===== config.mk =====
export PLATFORM = sky130hd
export DESIGN_NAME = mips_multicycle_control
export DESIGN_NICKNAME = d
export VERILOG_FILES = /design/src/rtl/mips_multicycle_control_pkg.sv /design/src/rtl/mips_multicycle_control_output_decode.sv /design/src/rtl/mips_multicycle_control.sv
export SDC_FILE = /design/constraint.sdc
export NUM_CORES = 1
export LEC_CHECK = 0
export BUFFER_PORTS_ARGS = -buffer_cell sky130_fd_sc_hd__buf_2
export CAP_MARGIN = 20
export CORE_AREA = 2 2 39 41
export CTS_CLUSTER_SIZE = 20
export DETAILED_ROUTE_END_ITERATION = 6
export DIE_AREA = 0 0 41 43
export GPL_TIMING_DRIVEN = 1
export MAX_ROUTING_LAYER = met4
export PLACE_DENSITY = 0.72
export SYNTH_ARGS = -nofsm -noshare
export SYNTH_HDL_FRONTEND = slang
export SYNTH_HIERARCHICAL = 1
export SYNTH_SLANG_ARGS = --single-unit

===== constraint.sdc =====
create_clock -name clk -period 3.5 [get_ports clk]
set_input_delay 0.175 -clock clk [delete_from_list [all_inputs] [get_ports clk]]
set_output_delay 0.175 -clock clk [all_outputs]
set_load 0.02 [all_outputs]

===== src/rtl/mips_multicycle_control_pkg.sv =====
// Shared constants, state encodings and control-word type for the multicycle MIPS control unit.
// Optional feature macro: MIPS_MC_ADDI_EN (adds the addi execute/writeback states).
package mips_multicycle_control_pkg;

  localparam logic [5:0] OP_RTYPE = 6'b000000;
  localparam logic [5:0] OP_LW    = 6'b100011;
  localparam logic [5:0] OP_SW    = 6'b101011;
  localparam logic [5:0] OP_BEQ   = 6'b000100;
  localparam logic [5:0] OP_J     = 6'b000010;
  localparam logic [5:0] OP_ADDI  = 6'b001000;

  // alu_control decodes these; 10 defers to the funct field
  localparam logic [1:0] ALU_OP_ADD   = 2'b00;
  localparam logic [1:0] ALU_OP_SUB   = 2'b01;
  localparam logic [1:0] ALU_OP_FUNCT = 2'b10;

  localparam logic [1:0] SRCB_REG     = 2'b00;
  localparam logic [1:0] SRCB_FOUR    = 2'b01;
  localparam logic [1:0] SRCB_IMM     = 2'b10;
  localparam logic [1:0] SRCB_IMM_SH2 = 2'b11;

  localparam logic [1:0] PCSRC_ALU    = 2'b00;
  localparam logic [1:0] PCSRC_ALUOUT = 2'b01;
  localparam logic [1:0] PCSRC_JUMP   = 2'b10;

  typedef enum logic [3:0] {
    ST_FETCH     = 4'd0,
    ST_DECODE    = 4'd1,
    ST_MEMADDR   = 4'd2,
    ST_MEMREAD   = 4'd3,
    ST_MEMWB     = 4'd4,
    ST_MEMWRITE  = 4'd5,
    ST_EXECUTE   = 4'd6,
    ST_RCOMPLETE = 4'd7,
    ST_BRANCH    = 4'd8,
    ST_JUMP      = 4'd9,
    ST_ADDIEXEC  = 4'd10,
    ST_ADDIWB    = 4'd11
  } state_t;

  typedef struct packed {
    logic       pc_write;
    logic       pc_write_cond;
    logic       i_or_d;
    logic       mem_read;
    logic       mem_write;
    logic       ir_write;
    logic       mem_to_reg;
    logic       reg_dst;
    logic       reg_write;
    logic       alu_src_a;
    logic [1:0] alu_src_b;
    logic [1:0] alu_op;
    logic [1:0] pc_source;
    logic       retire;
    logic       illegal_op;
  } ctrl_t;

  // True for every opcode the decoder has a sequence for
  function automatic logic op_is_known(input logic [5:0] op);
    logic known;
    known = (op == OP_LW) || (op == OP_SW) || (op == OP_RTYPE) ||
            (op == OP_BEQ) || (op == OP_J);
`ifdef MIPS_MC_ADDI_EN
    known = known || (op == OP_ADDI);
`endif
    return known;
  endfunction

endpackage


===== src/rtl/mips_multicycle_control_output_decode.sv =====
// Moore output decoder: maps the current state to the datapath control word.
// Reset forces every control to zero. Optional feature macro: MIPS_MC_ADDI_EN.
module mc_output_decode
  import mips_multicycle_control_pkg::*;
(
  input  logic       i_reset,
  input  logic [3:0] i_state,
  input  logic       i_op_known,
  output logic       o_pc_write,
  output logic       o_pc_write_cond,
  output logic       o_i_or_d,
  output logic       o_mem_read,
  output logic       o_mem_write,
  output logic       o_ir_write,
  output logic       o_mem_to_reg,
  output logic       o_reg_dst,
  output logic       o_reg_write,
  output logic       o_alu_src_a,
  output logic [1:0] o_alu_src_b,
  output logic [1:0] o_alu_op,
  output logic [1:0] o_pc_source,
  output logic       o_retire,
  output logic       o_illegal_op
);

  ctrl_t w_ctrl;

  always_comb begin
    w_ctrl = '0;
    case (i_state)
      ST_FETCH: begin
        w_ctrl.mem_read  = 1'b1;
        w_ctrl.ir_write  = 1'b1;
        w_ctrl.alu_src_b = SRCB_FOUR;
        w_ctrl.pc_write  = 1'b1;
      end
      ST_DECODE: begin
        w_ctrl.alu_src_b  = SRCB_IMM_SH2;
        w_ctrl.illegal_op = ~i_op_known;
      end
      ST_MEMADDR: begin
        w_ctrl.alu_src_a = 1'b1;
        w_ctrl.alu_src_b = SRCB_IMM;
        w_ctrl.alu_op    = ALU_OP_ADD;
      end
      ST_MEMREAD: begin
        w_ctrl.mem_read = 1'b1;
        w_ctrl.i_or_d   = 1'b1;
      end
      ST_MEMWB: begin
        w_ctrl.reg_write  = 1'b1;
        w_ctrl.mem_to_reg = 1'b1;
        w_ctrl.retire     = 1'b1;
      end
      ST_MEMWRITE: begin
        w_ctrl.mem_write = 1'b1;
        w_ctrl.i_or_d    = 1'b1;
        w_ctrl.retire    = 1'b1;
      end
      ST_EXECUTE: begin
        w_ctrl.alu_src_a = 1'b1;
        w_ctrl.alu_src_b = SRCB_REG;
        w_ctrl.alu_op    = ALU_OP_FUNCT;
      end
      ST_RCOMPLETE: begin
        w_ctrl.reg_dst   = 1'b1;
        w_ctrl.reg_write = 1'b1;
        w_ctrl.retire    = 1'b1;
      end
      ST_BRANCH: begin
        w_ctrl.alu_src_a     = 1'b1;
        w_ctrl.alu_op        = ALU_OP_SUB;
        w_ctrl.pc_write_cond = 1'b1;
        w_ctrl.pc_source     = PCSRC_ALUOUT;
        w_ctrl.retire        = 1'b1;
      end
      ST_JUMP: begin
        w_ctrl.pc_write  = 1'b1;
        w_ctrl.pc_source = PCSRC_JUMP;
        w_ctrl.retire    = 1'b1;
      end
`ifdef MIPS_MC_ADDI_EN
      ST_ADDIEXEC: begin
        w_ctrl.alu_src_a = 1'b1;
        w_ctrl.alu_src_b = SRCB_IMM;
        w_ctrl.alu_op    = ALU_OP_ADD;
      end
      ST_ADDIWB: begin
        w_ctrl.reg_write  = 1'b1;
        w_ctrl.reg_dst    = 1'b0;
        w_ctrl.mem_to_reg = 1'b0;
        w_ctrl.retire     = 1'b1;
      end
`endif
      default: w_ctrl = '0;
    endcase
    // Holding reset must never let a stale state write memory or registers
    if (i_reset) begin
      w_ctrl = '0;
    end
  end

  assign o_pc_write      = w_ctrl.pc_write;
  assign o_pc_write_cond = w_ctrl.pc_write_cond;
  assign o_i_or_d        = w_ctrl.i_or_d;
  assign o_mem_read      = w_ctrl.mem_read;
  assign o_mem_write     = w_ctrl.mem_write;
  assign o_ir_write      = w_ctrl.ir_write;
  assign o_mem_to_reg    = w_ctrl.mem_to_reg;
  assign o_reg_dst       = w_ctrl.reg_dst;
  assign o_reg_write     = w_ctrl.reg_write;
  assign o_alu_src_a     = w_ctrl.alu_src_a;
  assign o_alu_src_b     = w_ctrl.alu_src_b;
  assign o_alu_op        = w_ctrl.alu_op;
  assign o_pc_source     = w_ctrl.pc_source;
  assign o_retire        = w_ctrl.retire;
  assign o_illegal_op    = w_ctrl.illegal_op;

endmodule


===== src/rtl/mips_multicycle_control.sv =====
// Main control FSM of the multicycle MIPS datapath: state register and opcode-driven sequencing.
// Optional feature macro: MIPS_MC_ADDI_EN (addi executes in ADDIEXEC/ADDIWB instead of trapping).
module mips_multicycle_control
  import mips_multicycle_control_pkg::*;
#(
  parameter int OP_W    = 6,
  parameter int STATE_W = 4
)
(
  input  logic               clk,
  input  logic               reset,
  input  logic [OP_W-1:0]    opcode,
  output logic               pc_write,
  output logic               pc_write_cond,
  output logic               i_or_d,
  output logic               mem_read,
  output logic               mem_write,
  output logic               ir_write,
  output logic               mem_to_reg,
  output logic               reg_dst,
  output logic               reg_write,
  output logic               alu_src_a,
  output logic [1:0]         alu_src_b,
  output logic [1:0]         alu_op,
  output logic [1:0]         pc_source,
  output logic               retire,
  output logic               illegal_op,
  output logic [STATE_W-1:0] state
);

  state_t     r_state;
  state_t     w_next;
  logic [5:0] w_op;
  logic       w_op_known;

  assign w_op       = 6'(opcode);
  assign w_op_known = op_is_known(w_op);

  always_ff @(posedge clk) begin
    if (reset) begin
      r_state <= ST_FETCH;
    end else begin
      r_state <= w_next;
    end
  end

  // Opcode is only consulted in DECODE and MEMADDR; other states ignore it
  always_comb begin
    w_next = ST_FETCH;
    case (r_state)
      ST_FETCH: w_next = ST_DECODE;
      ST_DECODE: begin
        case (w_op)
          OP_LW, OP_SW: w_next = ST_MEMADDR;
          OP_RTYPE:     w_next = ST_EXECUTE;
          OP_BEQ:       w_next = ST_BRANCH;
          OP_J:         w_next = ST_JUMP;
`ifdef MIPS_MC_ADDI_EN
          OP_ADDI:      w_next = ST_ADDIEXEC;
`endif
          default:      w_next = ST_FETCH;
        endcase
      end
      ST_MEMADDR:  w_next = (w_op == OP_LW) ? ST_MEMREAD : ST_MEMWRITE;
      ST_MEMREAD:  w_next = ST_MEMWB;
      ST_EXECUTE:  w_next = ST_RCOMPLETE;
`ifdef MIPS_MC_ADDI_EN
      ST_ADDIEXEC: w_next = ST_ADDIWB;
`endif
      default:     w_next = ST_FETCH;
    endcase
  end

  mc_output_decode u_output_decode (
    .i_reset         (reset),
    .i_state         (r_state),
    .i_op_known      (w_op_known),
    .o_pc_write      (pc_write),
    .o_pc_write_cond (pc_write_cond),
    .o_i_or_d        (i_or_d),
    .o_mem_read      (mem_read),
    .o_mem_write     (mem_write),
    .o_ir_write      (ir_write),
    .o_mem_to_reg    (mem_to_reg),
    .o_reg_dst       (reg_dst),
    .o_reg_write     (reg_write),
    .o_alu_src_a     (alu_src_a),
    .o_alu_src_b     (alu_src_b),
    .o_alu_op        (alu_op),
    .o_pc_source     (pc_source),
    .o_retire        (retire),
    .o_illegal_op    (illegal_op)
  );

  assign state = STATE_W'(r_state);

endmodule

==> results of run 1 <==
## cells by family (layout without fill, tap and decap cells)
kind of cell	count (synthesis)	in the layout	share of synthesized area [%]
compound gates	8	8	11.4
mux	1	1	2.18
xor+xnor	4	4	6.80
buf+inv	9	33	12.6
simple gates	39	39	51.5
flops	4	4	15.5
## worst max-delay path, cell delays in order (launching register included)
cell and delay [ns]:
dfxtp_1 0.71, nand2b_4 0.27, mux2_2 0.16, nor3_2 0.04
buf_2 0.18
## path summary, 6_finish.rpt
path,from,slack [ns],end
max,state[2],1.73,alu_src_a
min,opcode[4],0.16,state[3]
max reg2reg,state[3],2.15,state[2]
min reg2reg,state[0],0.72,state[0]
## per-layer routing
| layer | GRT usage (%) | routed length (microns) | up-vias |
|---|---|---|---|
| li1 | - | - | 289 |
| met1 | 18.3 | 558 | 255 |
| met2 | 23.4 | 557 | 32 |
| met3 | 6.81 | 125 | 0 |
| met4 | 3.33 | 0 | 0 |
| met5 | - | 0 | - |
## power by group
| group | switching, mW | leakage, nW | internal, mW |
|---|---|---|---|
| clock | 0.0194 | 0.0138 | 0.0384 |
| combinational | 0.0244 | 0.237 | 0.0164 |
| sequential | 0.00511 | 0.0326 | 0.0469 |
| total | 0.0490 | 0.283 | 0.102 |
## cell type report
type | count | share of cell area [%]
Timing Repair Buffer | 29 | 22.6
Sequential cell | 4 | 12.5
Inverter | 1 | 0.585
Tap cell | 16 | 3.12
Clock buffer | 3 | 3.51
Multi-Input combinational cell | 52 | 57.7
## through the flow
stage | cell area (sq um) | cells | power (mW) | hold WS, ns
2_1_floorplan | 515 | 65 | 0.0812 | 0.246
3_3_place_gp | 619 | 102 | 0.0928 | 0.395
6_report | 642 | 105 | 0.151 | 0.156
5_1_grt | 642 | 105 | 0.163 | 0.147
4_1_cts | 642 | 105 | 0.153 | 0.145
3_5_place_dp | 619 | 102 | 0.0933 | 0.396
## layout by cell type, fill, tap and decap left out, drive strengths merged
cell type	synthesis	layout
nand3	3	3
o32ai	2	2
nor2	9	9
xnor2	2	2
a21oi	1	1
o22ai	1	1
nand4	1	1
nor4bb	1	1
buf	7	29
o21a	1	1
nor4b	4	4
a41oi	1	1
dfxtp	4	4
mux2	1	1
nand2b	2	2
o21ai	1	1
nor2b	2	2
nor4	5	5
clkbuf	1	3
nor3	5	5
nand2	4	4
nand4b	1	1
xor2	2	2
a2bb2oi	1	1
inv	1	1
or3	2	2
==> results.txt, run 1 <==
routability-driven placement congestion ratio: 0.729
CP Capture Type: output port
commonest cells in the netlist: nor2_1 (9), buf_4 (4), dfxtp_1 (4), nand2_1 (4), nor4_1 (4)
postcts setup bufs: 0
DRT Wirelength: 1240 microns
max reg flops: 4
Post-synth ARST share: 0%
gr ovfl total: 0
r2r worst-path depth: 3
share of layout cells above drive strength 1: 46.1%
crit share post-route: 50.5%
vias per inst: 5.49
number of synthesized flops with an enable pin: 0
skew final: 0.00170 ns
CTS H-tree lvls: 1
worst slack, placed: 1.98 ns
synthesis warning total: 6
DIE AREA: 1760 sq um
Synth Area per Inst: 7.93 sq um
# resized after CTS: 0
clock buffer depth: 2
top cell type's share of synthesized area: 15.5%
Mapped Area: 515 sq um
core area: 1380 sq um
maximum fanout along the worst path: 15
Least-Margin Pin Slew: 0.618 ns
FILL cells: 134
cell with the most instances after synthesis: nor2_1
P&R area growth vs syn: 24.5%
most area-hungry cell type in the Yosys netlist: dfxtp_1
Worst slew margin: 58.7%
Max Cap Viol: 0
Seq cells post-synth: 4
required time worst endpoint: 3.32 ns
first-pass GRT wire length: 1880 microns
largest net degree at the start of global routing: 18
IO Count: 30
LEAKAGE: 0.283 nW
CTS root buf: clkbuf_4
Reg area: 80.1 sq um
initial antenna violation count: 0
TNS Setup: 0 ns
row cnt: 14
Slew Viols, Final: 0
Remaining DRCs: 0
CP startpoint kind: flop
min Tclk post-route: 1.77 ns
Synth area leaders: dfxtp_1 (16%), nor2_1 (6.6%), buf_4 (5.8%)
final setup margin: 1.73 ns
Yosys cell types: 31
ANT nets after route: 0
status: finished clean
Final Hold Vio Count: 0
vias in the first global route: 459
Power Density: 235 nW/um^2
Multi-input gate area: 370 sq um
worst min path class: input port to flop
Wirelength per Cell: 11.8 microns
Finished Core Util: 46.4%
Vias: 576
Max Fclk: 566 MHz
PortBufs: 29
die width: 41 microns
hold depth: 2
Tot GR Track Use: 15.4%
Diodes inserted: 0
TritonCTS clock tree: built
TritonCTS buffer count: 3
Layout Nets: 99
Clock transition at path regs: 0.04 ns
DR pass1 iterations: 4
DP HPWL: 854 microns
Post-synth top flop: dfxtp_1
critical path type: flop to output port
Initial DRC Count: 11
register area share after synthesis: 15.5%
Clock Sinks: 4
RSZ-0062 raised after global routing: false
worst-skew pair later-pin latency: 0.23 ns
Worst EP arrival: 1.59 ns
VDD IR-drop max: 0.140 mV
Initial Util: 37.3%
post-synthesis net count: 73
Hold Buf Count CTS: 0
synthesized instance count: 65
final setup vio count: 0
Die Span Y: 43 microns
Note: power is estimated with default switching activity, not from simulation.
==> inputs of run 2 (changes only) <==
--- a/config.mk
+++ b/config.mk
@@ -5,6 +5,7 @@
 export SDC_FILE = /design/constraint.sdc
 export NUM_CORES = 1
 export LEC_CHECK = 0
+export ABC_AREA = 1
 export BUFFER_PORTS_ARGS = -buffer_cell sky130_fd_sc_hd__buf_2
 export CAP_MARGIN = 20
 export CORE_AREA = 2 2 39 41
@@ -13,7 +14,7 @@
 export DIE_AREA = 0 0 41 43
 export GPL_TIMING_DRIVEN = 1
 export MAX_ROUTING_LAYER = met4
-export PLACE_DENSITY = 0.72
+export PLACE_DENSITY = 0.74
 export SYNTH_ARGS = -nofsm -noshare
 export SYNTH_HDL_FRONTEND = slang
 export SYNTH_HIERARCHICAL = 1
==> constraint.sdc (replaced) <==
create_clock -name clk -period 1.7 [get_ports clk]
set_input_delay 0.085 -clock clk [delete_from_list [all_inputs] [get_ports clk]]
set_output_delay 0.085 -clock clk [all_outputs]
set_load 0.02 [all_outputs]
==> results.txt, run 2 <==
number of synthesized flops with an enable pin: 0 (unchanged)
min Tclk post-route: 1.43 ns
die width: 41 microns (unchanged)
DP HPWL: 1060 microns (+24%)
postcts setup bufs: 0 (unchanged)
Seq cells post-synth: 4 (unchanged)
Layout Nets: 137 (+38%)
largest net degree at the start of global routing: 13 (-5)
clock buffer depth: 2 (unchanged)
final setup vio count: 0 (unchanged)
Yosys cell types: 23 (-26%)
max reg flops: 4 (unchanged)
Tot GR Track Use: 16.6% (+1.1 points)
post-synthesis net count: 105 (+44%)
Mapped Area: 536 sq um (+3.9%)
Post-synth ARST share: 0% (unchanged)
TritonCTS clock tree: built
Max Fclk: 699 MHz
skew final: 0.000492 ns (-0.00121 ns)
Wirelength per Cell: 8.79 microns (-26%)
cell with the most instances after synthesis: nand2_1
RSZ-0062 raised after global routing: false
Clock Sinks: 4 (unchanged)
vias per inst: 4.74 (-14%)
Worst slew margin: 73.2% (+14 points)
PortBufs: 29 (unchanged)
largest family of logic cells by synthesized area: simple AND/OR/NAND/NOR gates
Slew Viols, Final: 0 (unchanged)
P&R area growth vs syn: 32.2%
VDD IR-drop max: 0.270 mV (+93%)
Simple-Gate Fraction of Synth Area: 57.2% (+5.8 points)
CP Capture Type: output port
gr ovfl total: 0 (unchanged)
worst min path class: input port to flop
ANT nets after route: 0 (unchanged)
synthesis warning total: 6 (unchanged)
worst-skew pair later-pin latency: 0.23 ns (about the same)
Remaining DRCs: 0 (unchanged)
share of layout cells above drive strength 1: 39.4% (-6.7 points)
final hold slack: 0.199 ns (+0.0432 ns)
most area-hungry cell type in the Yosys netlist: nand2_1
CP startpoint kind: flop
vias in the first global route: 533 (+16%)
Worst EP arrival: 1.35 ns (-0.24 ns)
Max Cap Viol: 0 (unchanged)
register area share after synthesis: 15.0% (-0.58 points)
routability-driven placement congestion ratio: 0.739 (+1.4%)
Diodes inserted: 0 (unchanged)
FILL cells: 155 (+16%)
maximum fanout along the worst path: 8 (-7)
TritonCTS buffer count: 3 (unchanged)
Clock transition at path regs: 0.03 ns (about the same)
Post-synth top flop: dfxtp_1
DIE AREA: 1760 sq um (unchanged)
xor and xnor area share after synthesis: 0% (-6.8 points)
Synth Area per Inst: 5.52 sq um (-30%)
top cell type's share of synthesized area: 16.8% (+1.3 points)
Final Hold Vio Count: 0 (unchanged)
IO Count: 30 (unchanged)
# resized after CTS: 0 (unchanged)
Hold Buf Count CTS: 0 (unchanged)
Die Span Y: 43 microns (unchanged)
LEAKAGE: 0.429 nW (+51%)
Initial Util: 38.7% (+1.4 points)
compound-gate portion of the synthesized area: 11.0% (-0.43 points)
commonest cells in the netlist: nand2_1 (24), inv_1 (15), nor2_1 (15), nand3_1 (7), inv_2 (5)
synthesized instance count: 97 (+49%)
Synth Area in Adders: 0% (unchanged)
Initial DRC Count: 11 (unchanged)
DR pass1 iterations: 4 (unchanged)
first-pass GRT wire length: 1990 microns (+5.9%)
core area: 1380 sq um (unchanged)
crit share post-route: 84.2%
critical path type: flop to output port
Least-Margin Pin Slew: 0.401 ns (-0.217 ns)
required time worst endpoint: 1.62 ns (-1.70 ns)
Power Density: 441 nW/um^2 (+88%)
initial antenna violation count: 0 (unchanged)
DRT Wirelength: 1260 microns (+1.3%)
status: finished clean
CTS H-tree lvls: 1 (unchanged)
commonest non-fill, non-tap cells in the layout: buf_2 (29), nand2_1 (24), nor2_1 (15), inv_1 (15), nand3_1 (7)
internal reg-to-reg setup slack: 0.51 ns (-1.64 ns)
Synth area leaders: nand2_1 (17%), dfxtp_1 (15%), inv_1 (11%)
TNS Setup: 0 ns (unchanged)
commonest non-fill, non-tap cell in the layout: buf_2
multiplexer share of the synthesized area: 0% (-2.2 points)
row cnt: 14 (unchanged)
Vias: 678 (+18%)
CTS root buf: clkbuf_4
## run 2: layout make-up
cell class                 count  area [sq um]  share of cell area [%]
multi-input combinational     71           365                    51.6
timing repair buffer          29           145                    20.5
sequential                     4          80.1                    11.3
inverter                      20          75.1                    10.6
clock buffer                   3          22.5                    3.18
tap                           16          20.0                    2.83
## run 2: worst paths after layout
| check | endpoint | cells after the start | startpoint |
|---|---|---|---|
| worst max-delay path | pc_source[0] | 5 | state[3] |
| worst min-delay path | state[0] | 4 | opcode[5] |
| worst max register to register | state[0] | 4 | state[0] |
| worst min register to register | state[0] | 3 | state[3] |
## run 2: critical path: stages (launching register included)
cell and delay [ns]:
dfxtp_1 0.49, inv_1 0.09, nor2_1 0.13, nand2_1 0.08, nor2_1 0.13, buf_2 0.19
## run 2: per-stage QoR
| stage | setup slack [ns] | area [sq um] | power [mW] | std cells | util, % |
|---|---|---|---|---|---|
| 2_1_floorplan | 0.207 | 536 | 0.165 | 97 | - |
| 3_3_place_gp | 0.535 | 686 | 0.198 | 140 | 49.5 |
| 6_report | 0.269 | 708 | 0.312 | 143 | 51.2 |
| 5_1_grt | 0.0840 | 708 | 0.330 | 143 | 51.2 |
| 4_1_cts | 0.259 | 708 | 0.316 | 143 | 51.2 |
| 3_5_place_dp | 0.511 | 686 | 0.200 | 140 | 49.5 |
## run 2: per-layer routing
metal,wire [microns],GRT usage [%],share of wire [%]
met5,0,-,0
met4,17,8.00,1.4
met3,95,3.14,7.6
met2,602,27.5,48
met1,542,17.7,43
## run 2: cell families (layout without fill, tap and decap cells)
| logic type | Yosys count | in the layout |
|---|---|---|
| AOI/OAI and AO/OA | 9 | 9 |
| buffers and inverters | 22 | 52 |
| DFF | 4 | 4 |
| and+or+nand+nor | 62 | 62 |
## run 2: power by group
part	total, mW	internal (mW)	switching [mW]
registers	0.104	0.0969	0.00739
clock network	0.114	0.0787	0.0352
logic	0.0942	0.0327	0.0615
total	0.312	0.208	0.104
